==> config.mk <==
export PLATFORM = sky130hd
export DESIGN_NAME = ddr2_app_arbiter
export DESIGN_NICKNAME = d
export VERILOG_FILES = /design/src/rtl/ddr2_arb_pkg.sv /design/src/rtl/ddr2_rd_tracker.sv /design/src/rtl/ddr2_app_arbiter.sv
export SDC_FILE = /design/constraint.sdc
export NUM_CORES = 1
export LEC_CHECK = 0
export BUFFER_PORTS_ARGS = -buffer_cell sky130_fd_sc_hd__buf_2
export CORE_AREA = 8 8 234 236
export CTS_CLUSTER_DIAMETER = 100
export DETAILED_ROUTE_END_ITERATION = 10
export DIE_AREA = 0 0 242 244
export PLACE_DENSITY = 0.47
export SLEW_MARGIN = 20
export SYNTH_ARGS = -nofsm -noshare
export SYNTH_HDL_FRONTEND = slang
export SYNTH_SLANG_ARGS = --single-unit
==> constraint.sdc <==
create_clock -name clk_in -period 1.82 [get_ports clk_in]
set_input_delay 0.091 -clock clk_in [delete_from_list [all_inputs] [get_ports clk_in]]
set_output_delay 0.091 -clock clk_in [all_outputs]
set_load 0.03 [all_outputs]
==> src/rtl/ddr2_arb_pkg.sv <==
// Shared constants for the DDR2 MIG application-port arbiter: FSM encoding,
// MIG command codes and the grant-history encoding.
package ddr2_arb_pkg;

  localparam logic [1:0] ST_IDLE = 2'd0;
  localparam logic [1:0] ST_WR   = 2'd1;
  localparam logic [1:0] ST_RD   = 2'd2;

  localparam logic [2:0] CMD_WRITE = 3'b000;
  localparam logic [2:0] CMD_READ  = 3'b001;

  localparam logic GNT_WR = 1'b0;
  localparam logic GNT_RD = 1'b1;

  // Wide enough for the largest supported read depth (15).
  localparam int unsigned CNT_W = 4;

endpackage

==> src/rtl/ddr2_rd_tracker.sv <==
// Read-return bookkeeping: outstanding-read counter, sticky underflow flag
// and the one-cycle rd_data/rd_valid retiming register.
module ddr2_rd_tracker
  import ddr2_arb_pkg::*;
#(
  parameter int unsigned DATA_W = 128
) (
  input  logic              clk,
  input  logic              rst_n,
  input  logic              inc,
  input  logic              ret_valid,
  input  logic [DATA_W-1:0] ret_data,
  output logic [CNT_W-1:0]  outstanding,
  output logic              rd_valid,
  output logic [DATA_W-1:0] rd_data,
  output logic              underflow
);

  logic [CNT_W-1:0] outstanding_n;
  logic             underflow_n;

  // A return with nothing outstanding is flagged and otherwise ignored.
  always_comb begin
    outstanding_n = outstanding;
    underflow_n   = underflow;
    if (ret_valid && (outstanding == '0)) begin
      underflow_n = 1'b1;
      if (inc) outstanding_n = CNT_W'(1);
    end else if (inc && !ret_valid) begin
      outstanding_n = outstanding + CNT_W'(1);
    end else if (!inc && ret_valid) begin
      outstanding_n = outstanding - CNT_W'(1);
    end
  end

  always_ff @(posedge clk or negedge rst_n) begin
    if (!rst_n) begin
      outstanding <= '0;
      underflow   <= 1'b0;
      rd_valid    <= 1'b0;
      rd_data     <= '0;
    end else begin
      outstanding <= outstanding_n;
      underflow   <= underflow_n;
      rd_valid    <= ret_valid;
      if (ret_valid) rd_data <= ret_data;
    end
  end

endmodule

==> src/rtl/ddr2_app_arbiter.sv <==
// Round-robin arbiter between one write and one read requester onto a
// DDR2 MIG application interface, with a bounded number of reads in flight.
module ddr2_app_arbiter
  import ddr2_arb_pkg::*;
#(
  parameter int unsigned ADDR_W     = 27,
  parameter int unsigned DATA_W     = 128,
  parameter int unsigned MAX_RD_OUT = 4
) (
  input  logic              clk_in,
  input  logic              rst_n,
  input  logic              calib_done,
  input  logic              wr_req,
  input  logic [ADDR_W-1:0] wr_addr,
  input  logic [DATA_W-1:0] wr_data,
  output logic              wr_ack,
  input  logic              rd_req,
  input  logic [ADDR_W-1:0] rd_addr,
  output logic              rd_ack,
  output logic [DATA_W-1:0] rd_data,
  output logic              rd_valid,
  output logic              rd_underflow,
  output logic              app_en,
  output logic [2:0]        app_cmd,
  output logic [ADDR_W-1:0] app_addr,
  output logic              app_wdf_wren,
  output logic              app_wdf_end,
  output logic [DATA_W-1:0] app_wdf_data,
  input  logic              app_rdy,
  input  logic              app_wdf_rdy,
  input  logic              app_rd_data_valid,
  input  logic [DATA_W-1:0] app_rd_data
);

  localparam logic [CNT_W-1:0] MAX_CNT = CNT_W'(MAX_RD_OUT);

  logic [1:0]        state, state_n;
  logic              last_gnt, last_gnt_n;
  logic              en_n, wren_n;
  logic [2:0]        cmd_n;
  logic [ADDR_W-1:0] addr_n;
  logic [DATA_W-1:0] wdata_n;
  logic [CNT_W-1:0]  outstanding;
  logic              wr_elig, rd_elig, gnt_wr, gnt_rd;

  // Eligibility and round-robin tie-break evaluated in IDLE.
  assign wr_elig = calib_done && wr_req;
  assign rd_elig = calib_done && rd_req && (outstanding < MAX_CNT);
  assign gnt_wr  = wr_elig && (!rd_elig || (last_gnt == GNT_RD));
  assign gnt_rd  = rd_elig && !gnt_wr;

  assign app_wdf_end = app_wdf_wren;

  always_comb begin
    state_n    = state;
    last_gnt_n = last_gnt;
    en_n       = app_en;
    wren_n     = app_wdf_wren;
    cmd_n      = app_cmd;
    addr_n     = app_addr;
    wdata_n    = app_wdf_data;
    wr_ack     = 1'b0;
    rd_ack     = 1'b0;
    case (state)
      ST_IDLE: begin
        if (gnt_wr) begin
          state_n    = ST_WR;
          last_gnt_n = GNT_WR;
          en_n       = 1'b1;
          wren_n     = 1'b1;
          cmd_n      = CMD_WRITE;
          addr_n     = wr_addr;
          wdata_n    = wr_data;
        end else if (gnt_rd) begin
          state_n    = ST_RD;
          last_gnt_n = GNT_RD;
          en_n       = 1'b1;
          cmd_n      = CMD_READ;
          addr_n     = rd_addr;
        end
      end
      ST_WR: begin
        // Command and data retire independently; ack when both are gone.
        en_n   = app_en && !app_rdy;
        wren_n = app_wdf_wren && !app_wdf_rdy;
        if (!en_n && !wren_n) begin
          wr_ack  = 1'b1;
          state_n = ST_IDLE;
        end
      end
      ST_RD: begin
        if (app_rdy) begin
          en_n    = 1'b0;
          cmd_n   = CMD_WRITE;
          rd_ack  = 1'b1;
          state_n = ST_IDLE;
        end
      end
      default: begin
        state_n = ST_IDLE;
        en_n    = 1'b0;
        wren_n  = 1'b0;
        cmd_n   = CMD_WRITE;
      end
    endcase
  end

  always_ff @(posedge clk_in or negedge rst_n) begin
    if (!rst_n) begin
      state        <= ST_IDLE;
      last_gnt     <= GNT_RD;
      app_en       <= 1'b0;
      app_wdf_wren <= 1'b0;
      app_cmd      <= CMD_WRITE;
      app_addr     <= '0;
      app_wdf_data <= '0;
    end else begin
      state        <= state_n;
      last_gnt     <= last_gnt_n;
      app_en       <= en_n;
      app_wdf_wren <= wren_n;
      app_cmd      <= cmd_n;
      app_addr     <= addr_n;
      app_wdf_data <= wdata_n;
    end
  end

  ddr2_rd_tracker #(
    .DATA_W (DATA_W)
  ) u_rd_tracker (
    .clk         (clk_in),
    .rst_n       (rst_n),
    .inc         (rd_ack),
    .ret_valid   (app_rd_data_valid),
    .ret_data    (app_rd_data),
    .outstanding (outstanding),
    .rd_valid    (rd_valid),
    .rd_data     (rd_data),
    .underflow   (rd_underflow)
  );

endmodule

* Word-level counts from Yosys, hierarchy flattened
Index checks and enable logic that the tools add are counted.
** Storage, ports and cells
- Flip-flop bits (word level) :: 297
- Logic and storage cells :: 80
** Operators by class
- Add/sub/neg operators :: 2
- $lt $le $gt $ge :: 1
- Equality and inequality tests :: 7
- Multiplexer cells :: 26
- Bitwise operators :: 2
- Reductions and logical operators :: 31
** Operators with widths (count)
- $mux W27 :: 2
- $mux W4 :: 4
- $logic_and A1 B1 Y1 :: 11
- $reduce_and A2 Y1 :: 5
- $mux W1 :: 9
- $mux W3 :: 3
- $pmux W3 S3 :: 1
- $logic_not A1 Y1 :: 8
- $mux W2 :: 4
- $ne A2 B2 Y1 const B :: 3
- $pmux W1 S3 :: 2
- $pmux W2 S3 :: 1
- $reduce_and A3 Y1 :: 2
- $add A4 B1 Y4 const B :: 1
- $logic_not A4 Y1 :: 1
- $lt A4 B3 Y1 const B :: 1
- $sub A4 B1 Y4 const B :: 1
- $ne A3 B3 Y1 const B :: 1
- $reduce_bool A3 Y1 :: 1
- $eq A2 B1 Y1 const B :: 1
- $eq A2 B2 Y1 const B :: 1
- $logic_not A2 Y1 :: 1
- $ne A2 B1 Y1 const B :: 1
- $not A1 Y1 :: 2
- other kinds (2) :: 2

* Longest topological paths before layout
Gate-level depths: netlist of the first run.
- Depth in word-level cells :: 10
- Gate-level depth with buffers :: 10

* Modules after synthesis
Synthesis of the first run repeated with hierarchy kept, for this count alone.
** Second synthesis, totals
- Cells, all modules :: 730
- Area total of the unflattened synthesis :: 12462.0 um^2
** By module, submodules not included
- ddr2_app_arbiter :: times used 1, cells an instance 425, area each 6884.1 um^2, seq. area each 4030.1 um^2
- ddr2_rd_tracker :: times used 1, cells an instance 305, area each 5577.8 um^2, seq. area each 3353.2 um^2

* Worst setup path after synthesis of the first run
Ideal clock, no wire load.
- Kind :: reg-to-reg
- Start point :: register state[0]
- End point :: register u_rd_tracker.outstanding[3]
- Setup time :: 125 ps
- Data arrival time :: 2574 ps
- Required time :: 1695 ps
- Setup slack :: -879 ps
- Stages on the path, launching flop included :: 10
- Path buffers :: 1
- Period minus slack after synthesis :: 2699 ps
- Path through :: dfrtp_1 clkbuf_1 nor3_1 ha_1 inv_1 ha_1 a21oi_1 and3_1 o21ai_0 xnor2_1
** Between the ends
- Cells in the longest elaborated chain, start to end :: 6
** Ends and longest elaborated chain
- start, declared :: RTL line ddr2_app_arbiter.sv:37 : logic [1:0] state, state_n;
- start signal, assigned :: RTL line ddr2_app_arbiter.sv:118 : state <= state_n;
- $eq A2 B2 Y1 * :: RTL line ddr2_app_arbiter.sv:64 : case (state)
- $mux W1 * :: RTL line ddr2_app_arbiter.sv:64
- named net rd_ack :: RTL line ddr2_app_arbiter.sv:19 : output logic rd_ack,
- $logic_not A1 Y1 :: RTL line ddr2_rd_tracker.sv:31 : end else if (!inc && ret_valid) begin
- $logic_and A1 B1 Y1 :: RTL line ddr2_rd_tracker.sv:31
- $reduce_bool A3 Y1 (no source line)
- $reduce_and A2 Y1 (no source line)
- end signal, assigned :: RTL line ddr2_rd_tracker.sv:43 : outstanding <= outstanding_n;
- end, declared :: RTL line ddr2_rd_tracker.sv:13 : output logic [CNT_W-1:0] outstanding,
The timed path passes the listed nets; every way through them passes the cells marked *.
A chain may end at the register's enable or synchronous reset.

* Worst setup path after layout of the first run
- Start point :: register last_gnt
- End point :: register app_wdf_data[105]
** Between the ends
- Cells in the longest elaborated chain, start to end :: 3
** Ends and longest elaborated chain
- start, declared :: RTL line ddr2_app_arbiter.sv:38 : logic last_gnt, last_gnt_n;
- start signal, assigned :: RTL line ddr2_app_arbiter.sv:119 : last_gnt <= last_gnt_n;
- $logic_or A1 B1 Y1 :: RTL line ddr2_app_arbiter.sv:49 : assign gnt_wr = wr_elig && (!rd_elig || (last_gnt == GNT_RD));
- $logic_and A1 B1 Y1 :: RTL line ddr2_app_arbiter.sv:49
- $reduce_and A2 Y1 (no source line)
- end signal, assigned :: RTL line ddr2_app_arbiter.sv:124 : app_wdf_data <= wdata_n;
- end, declared :: RTL line ddr2_app_arbiter.sv:28 : output logic [DATA_W-1:0] app_wdf_data,
Every way passes these cells.

==> impl_metrics.tcl, run 1 <==
set metrics [dict create \
    outcome "finished, final reports clean" \
    globalRouteOverflowTotal 0 \
    num-fill-cells 4846 \
    drive_gt1_share_pct 51.5 \
    final_net_count 2024 \
    end_kind "flop" \
    worstReg2RegEnd "app_wdf_data[105]" \
    final-max-slew-violation-count 0 \
    syn_area_sq_um 11400 \
    cp-start-kind "flop" \
    crit_arrival_ps 2200 \
    path_clk_slew_ps 60 \
    start_util_pct 22.4 \
    core_area_sq_um 50900 \
    placed_area_sq_um 15400 \
    dpl.hpwl_mm 30.9 \
    clock-sinks 295 \
    critPathLaunch "last_gnt" \
    ir_worst_vdd_mv 0.703 \
    synthSimpleGateAreaFrac_pct 2.07 \
    ios 611 \
    crit_fanout 18 \
    final_area_sq_um 20100 \
    grt_pass1_vias 11000 \
    fp.dieH_um 244 \
    grt_usage_pct 13.7 \
    yosys.area.top_type_share_pct 64.4 \
    p_switching_uw 11200 \
    antenna_found_initial 2 \
    setup_violations 0 \
    p_comb_share_pct 41.2 \
    wl_per_cell_um 18.0 \
    grt_pass1_wl_mm 64.6 \
    rsz0062_at_grt "yes" \
    netlist_instances 733 \
    holdCritPathClass "primary input to asynchronous set/reset pin" \
    synth_area_per_cell_sq_um 15.6 \
    synth_top_family_by_area "multiplexers" \
    power_density_nw_per_um2 1400 \
    layout_common_cells "605 x buf_2, 320 x dlygate4sd3_1, 292 x dfrtp_1, 152 x mux2_2, 85 x mux2_1" \
    p_int_uw 17000 \
    via_per_inst 4.02 \
    io_buffers 608 \
    synth_cell_types 35 \
    crit_buf_inv 2 \
    p_leak_uw 0.00954 \
    synth-main-ff-cell "dfrtp_1" \
    fin_total_pwr_uw 28200 \
    synth.area.mux_share_pct 27.7 \
    cts_tree "built" \
    min_period_over_period_pct 98.9 \
    htreeDepth 2 \
    cp_cell_sequence "inv_1, a21oi_4, and2_4, clkbuf_16, mux2_1" \
    post-route-drc-count 0 \
    grt_start_max_net_pins 113 \
    synth_xor_xnor_area_share_pct 0.153 \
    placed_cells 2013 \
    rows 83 \
    period_minus_slack_ps 1800 \
    synthArstFlopShare_pct 100 \
    finalSetupTns_ps 0 \
    synth-seq-cells 295 \
    clock_path_buffers 3 \
    die_w_um 242 \
    synth.largest_area_cell "dfrtp_1" \
    worst_slew_pin_slew_ps 653 \
    ys_top_cells_by_area "dfrtp_1 64%, mux2_2 15%, mux2_1 10%, mux2i_1 2.5%, o21ai_0 1.5%" \
    worst_ep_required_time_ps 2220 \
    yosys_warnings 0 \
    dieArea_sq_um 59000 \
    clock.fmax_ghz 0.556 \
    cts_buffers 35 \
    worstSkewPairLatency_ps 520 \
    via_count 9689 \
    gp_congestion 0.771 \
    areaGrowthSynthToFinish_pct 75.7 \
    skew_ps 10.6 \
    p_sw_share_pct 39.7 \
    cp_top_family "flip-flops" \
    postRouteAntennaNets 0 \
    drt_iter0_drc 230 \
    drt_wl_total_mm 43.4 \
    synth_fa_ha_area_share_pct 0.504 \
    synth_compound_gate_area_share_pct 2.27 \
    path_class "flop to flop" \
    layout_commonest_cell "buf_2" \
    root_buffer "clkbuf_16" \
    r2r_cells 5 \
    seq_area_frac_synth_pct 64.6 \
    synth_edf_count 0 \
    power_frac_clock_pct 23.8 \
    max_cap_violations 0 \
    firstDrtPassIters 4 \
    slowest_stage "dfstp_2" \
    finalHoldViolations 0 \
    place_ws_ps -4.94 \
    finalWorstSetupSlack_ps 20.9 \
    slew-limit-headroom_pct 56.5 \
    stdcell_count 2408 \
    pwr-share-seq_pct 35.0 \
    slowest_delay_ps 530 \
    r2r_start "last_gnt" \
    regToRegSetupSlack_ps 20 \
]
-- worst register-to-register path, delay by kind of cell (launching register included) --
| kind | cells | cell delay, ps |
|---|---|---|
| DFF | 1 | 530 |
| buffers and inverters | 2 | 320 |
| and+or+nand+nor | 1 | 310 |
| AOI/OAI and AO/OA | 1 | 180 |
| muxes | 1 | 330 |
-- routing by layer --
metal	up-vias	part of all wire (%)	track usage, %	routed length (um)
met5	-	0	0	0
met4	0	2.7	4.82	1190
met3	68	5.8	3.82	2530
met2	337	54	25.8	23600
met1	4764	37	14.4	16100
li1	4520	-	-	-
-- synth_stat cells (2+ instances only) --
| library cell | number |
|---|---|
| dfrtp_1 | 294 |
| mux2_2 | 154 |
| mux2_1 | 102 |
| o21ai_0 | 34 |
| nand2_1 | 31 |
| mux2i_1 | 28 |
| clkbuf_1 | 18 |
| buf_6 | 13 |
| a21oi_1 | 9 |
| inv_1 | 8 |
| buf_4 | 6 |
| nor2_1 | 6 |
| and2_1 | 3 |
| ha_1 | 3 |
| buf_2 | 2 |
| o211ai_1 | 2 |
| or2_2 | 2 |
-- power by group through the flow --
stage | Sequential [uW] | Clock (uW) | Combinational [uW]
after global placement | 9900 | 0 | 10600
after global routing | 10100 | 7250 | 12300
after detailed placement | 9930 | 0 | 10700
after floorplan | 14000 | 0 | 2660
final | 9860 | 6700 | 11600
after CTS | 9840 | 7000 | 11300
-- flip-flops by register name (all words and copies together), names as in the netlist, 2 cells and up --
signal	flops
app_addr	27
app_wdf_data	128
state	2
u_rd_tracker.outstanding	4
u_rd_tracker.rd_data	128
-- worst max path at each step --
stage               depth (start not counted)  slack (ps)                          end
floorplan                                   9        -210  u_rd_tracker.outstanding[3]
global placement                            5          20            app_wdf_data[117]
global route                                5         -60            app_wdf_data[121]
finish                                      5          20            app_wdf_data[105]
detailed placement                          5          -5            app_wdf_data[117]
CTS                                         5         -30             app_wdf_data[20]
-- cell families after synthesis --
family	after synthesis
buffers and inverters	48
other	1
xor gates and xnor gates	2
DFF	295
muxes	284
adders and majority gates	4
AOI/OAI and AO/OA	49
and+or+nand+nor	50
-- cell type report --
cell class / instances / area [sq um] / share of cell area (%)
diodes: 3 / 7.51 / 0.0374
clock buffers: 56 / 1060 / 5.31
clock inverters: 4 / 31.3 / 0.156
inverters: 8 / 30.0 / 0.150
multi-input cells: 392 / 3890 / 19.4
flip-flops and latches: 295 / 7390 / 36.8
well taps: 680 / 851 / 4.24
repair buffers: 970 / 6800 / 33.9
-- per-stage QoR --
stage                     utilization (%)  hold slack [ps]
after floorplan                         -             -205
after global placement               30.3             89.6
after detailed placement             30.3             74.2
after CTS                            38.8             80.6
after global routing                 39.4              107
final                                39.4             90.0
-- timing repair --
| item | 4_1_cts | 5_1_grt |
|---|---|---|
| setup buffers | 0 | 7 |
| gates cloned | 0 | 6 |
| gates resized for setup | 1 | 38 |
| pin swaps | 0 | 4 |
| hold buffers | 320 | 0 |
| setup endpoints to repair | 34 | 97 |
| hold endpoints to repair | 582 | 0 |
Note: power is estimated with default switching activity, not from simulation.
==> run 2, diff against run 1 <==
==> constraint.sdc (replaced) <==
create_clock -name clk_in -period 1.62 [get_ports clk_in]
set_input_delay 0.081 -clock clk_in [delete_from_list [all_inputs] [get_ports clk_in]]
set_output_delay 0.081 -clock clk_in [all_outputs]
set_load 0.03 [all_outputs]
==> impl_metrics.tcl, run 2 (same netlist as run 1, synthesis figures left out) <==
set metrics [dict create \
    power_density_nw_per_um2 1610 \
    fin_hold_ws_ps 33.0 \
    via_per_inst 4.06 \
    r2r_cells 6 \
    globalRouteOverflowTotal 0 \
    crit_fanout 7 \
    start_util_pct 22.4 \
    end_kind "flop" \
    clock.fmax_ghz 0.557 \
    slew-limit-headroom_pct 46.3 \
    min_period_over_period_pct 111 \
    firstDrtPassIters 4 \
    p_int_uw 20200 \
    critPathLaunch "last_gnt" \
    final_net_count 2038 \
    slowest_delay_ps 540 \
    gp_congestion 0.803 \
    post-route-drc-count 0 \
    layout_commonest_cell "buf_2" \
    postRouteAntennaNets 0 \
    drive_gt1_share_pct 55.7 \
    grt_pass1_wl_mm 66.6 \
    core_area_sq_um 50900 \
    rows 83 \
    ios 611 \
    drt_wl_total_mm 45.0 \
    fp.dieH_um 244 \
    cp-endpoint "app_wdf_data[122]" \
    final-max-slew-violation-count 0 \
    p_switching_uw 13200 \
    dieArea_sq_um 59000 \
    power_frac_clock_pct 23.8 \
    path_class "flop to flop" \
    worst_slew_pin_slew_ps 806 \
    period_minus_slack_ps 1800 \
    regToRegSetupSlack_ps -180 \
    drt_iter0_drc 257 \
    worstReg2RegEnd "app_wdf_data[122]" \
    cts_buffers 35 \
    cp-start-kind "flop" \
    holdCritPathClass "primary input to asynchronous set/reset pin" \
    cts_tree "built" \
    grt_pass1_vias 11100 \
    pwr-share-seq_pct 33.7 \
    cp_cell_sequence "inv_2, a21oi_4, and2_4, buf_12, buf_16, mux2_1" \
    p_comb_share_pct 42.6 \
    r2r_start "last_gnt" \
    outcome "finished, violations left" \
    cp_top_family "flip-flops" \
    dpl.hpwl_mm 31.8 \
    skew_ps 10.9 \
    die_w_um 242 \
    ir_worst_vdd_mv 0.893 \
    setup_violations 140 \
    crit_arrival_ps 2200 \
    p_leak_uw 0.00986 \
    grt_start_max_net_pins 130 \
    areaGrowthSynthToFinish_pct 81.3 \
    clock_path_buffers 3 \
    worstSkewPairLatency_ps 530 \
    p_sw_share_pct 39.5 \
    rsz0062_at_grt "yes" \
    path_clk_slew_ps 60 \
    largest_registers "app_wdf_data (128), u_rd_tracker.rd_data (128), app_addr (27)" \
    crit_buf_inv 3 \
    worst_ep_required_time_ps 2020 \
    slowest_stage "dfstp_2" \
    io_buffers 608 \
    violations "negative setup slack" \
    finalHoldViolations 0 \
    finalWorstSetupSlack_ps -176 \
    antenna_found_initial 6 \
    max_cap_violations 0 \
    wl_per_cell_um 18.6 \
    clock-sinks 295 \
    fin_total_pwr_uw 33400 \
    grt_usage_pct 14.2 \
    via_count 9833 \
    cp_num_cells 6 \
    root_buffer "clkbuf_16" \
    htreeDepth 2 \
    layout_common_cells "604 x buf_2, 315 x dlygate4sd3_1, 294 x dfrtp_1, 145 x mux2_2, 70 x mux2_1" \
]
## run 2: cell types whose count changed in the layout (fill, tap and decap cells not counted), sizes merged
cell,before,now
buf,646,663
clkbuf,60,55
dlygate4sd3,320,315
bufinv,0,4
clkinv,1,5
inv,11,9
and2,4,3
diode,3,4
## run 2: how the worst min path moves through the flow
stage	from	end	cells after the start
after detailed placement	rst_n	u_rd_tracker.rd_data[77]	1
after CTS	rst_n	u_rd_tracker.rd_data[77]	2
after global routing	rst_n	u_rd_tracker.rd_data[77]	2
after floorplan	rst_n	app_addr[0]	0
after global placement	rst_n	u_rd_tracker.rd_data[77]	1
final	rst_n	u_rd_tracker.rd_data[77]	2
## run 2: stage by stage
stage          util (%)  worst slack (ps)  instance area (sq um)  TNS, ps  instances
2_1_floorplan         -              -358                  11500     -526        734
3_3_place_gp       30.6              -133                  15600   -10630       2023
3_5_place_dp       30.6              -149                  15600   -12600       2023
4_1_cts            39.5              -156                  20100   -15030       2403
5_1_grt            40.7              -233                  20700   -28730       2419
6_report           40.7              -176                  20700   -16240       2421
## run 2: what timing repair did
action	in CTS	in global routing
hold endpoints to repair	582	0
gates cloned	2	11
buffers inserted	5	6
setup endpoints to repair	131	160
hold buffers	315	0
pin swaps	3	33
resized for setup	28	135
## run 2: cell type report
cell class | instances | area (sq um)
timing repair buffer | 985 | 7110
antenna | 4 | 10.0
clock buffer | 48 | 976
tap | 680 | 851
fill | 4845 | 30200
inverter | 8 | 32.5
multi-input combinational | 391 | 4180
clock inverter | 10 | 165
sequential | 295 | 7380
## run 2: power groups by stage
stage	clock (uW)	sequential (uW)	combinational [uW]
global placement	0	11200	12100
detailed placement	0	11200	12200
CTS	8320	11100	13200
floorplan	0	15700	3010
finish	7930	11200	14200
global route	8560	11500	15000
## run 2: worst register-to-register path, stage by stage (launching register included)
cell     delay, ps
dfstp_2        540
inv_2           40
a21oi_4        130
and2_4         290
buf_12         190
buf_16         150
mux2_1         330
## run 2: per-layer routing
layer | track usage, % | wire [um]
met1 | 14.9 | 16500
met2 | 25.5 | 23400
met3 | 4.93 | 3120
met4 | 6.37 | 1920
met5 | 0 | 36
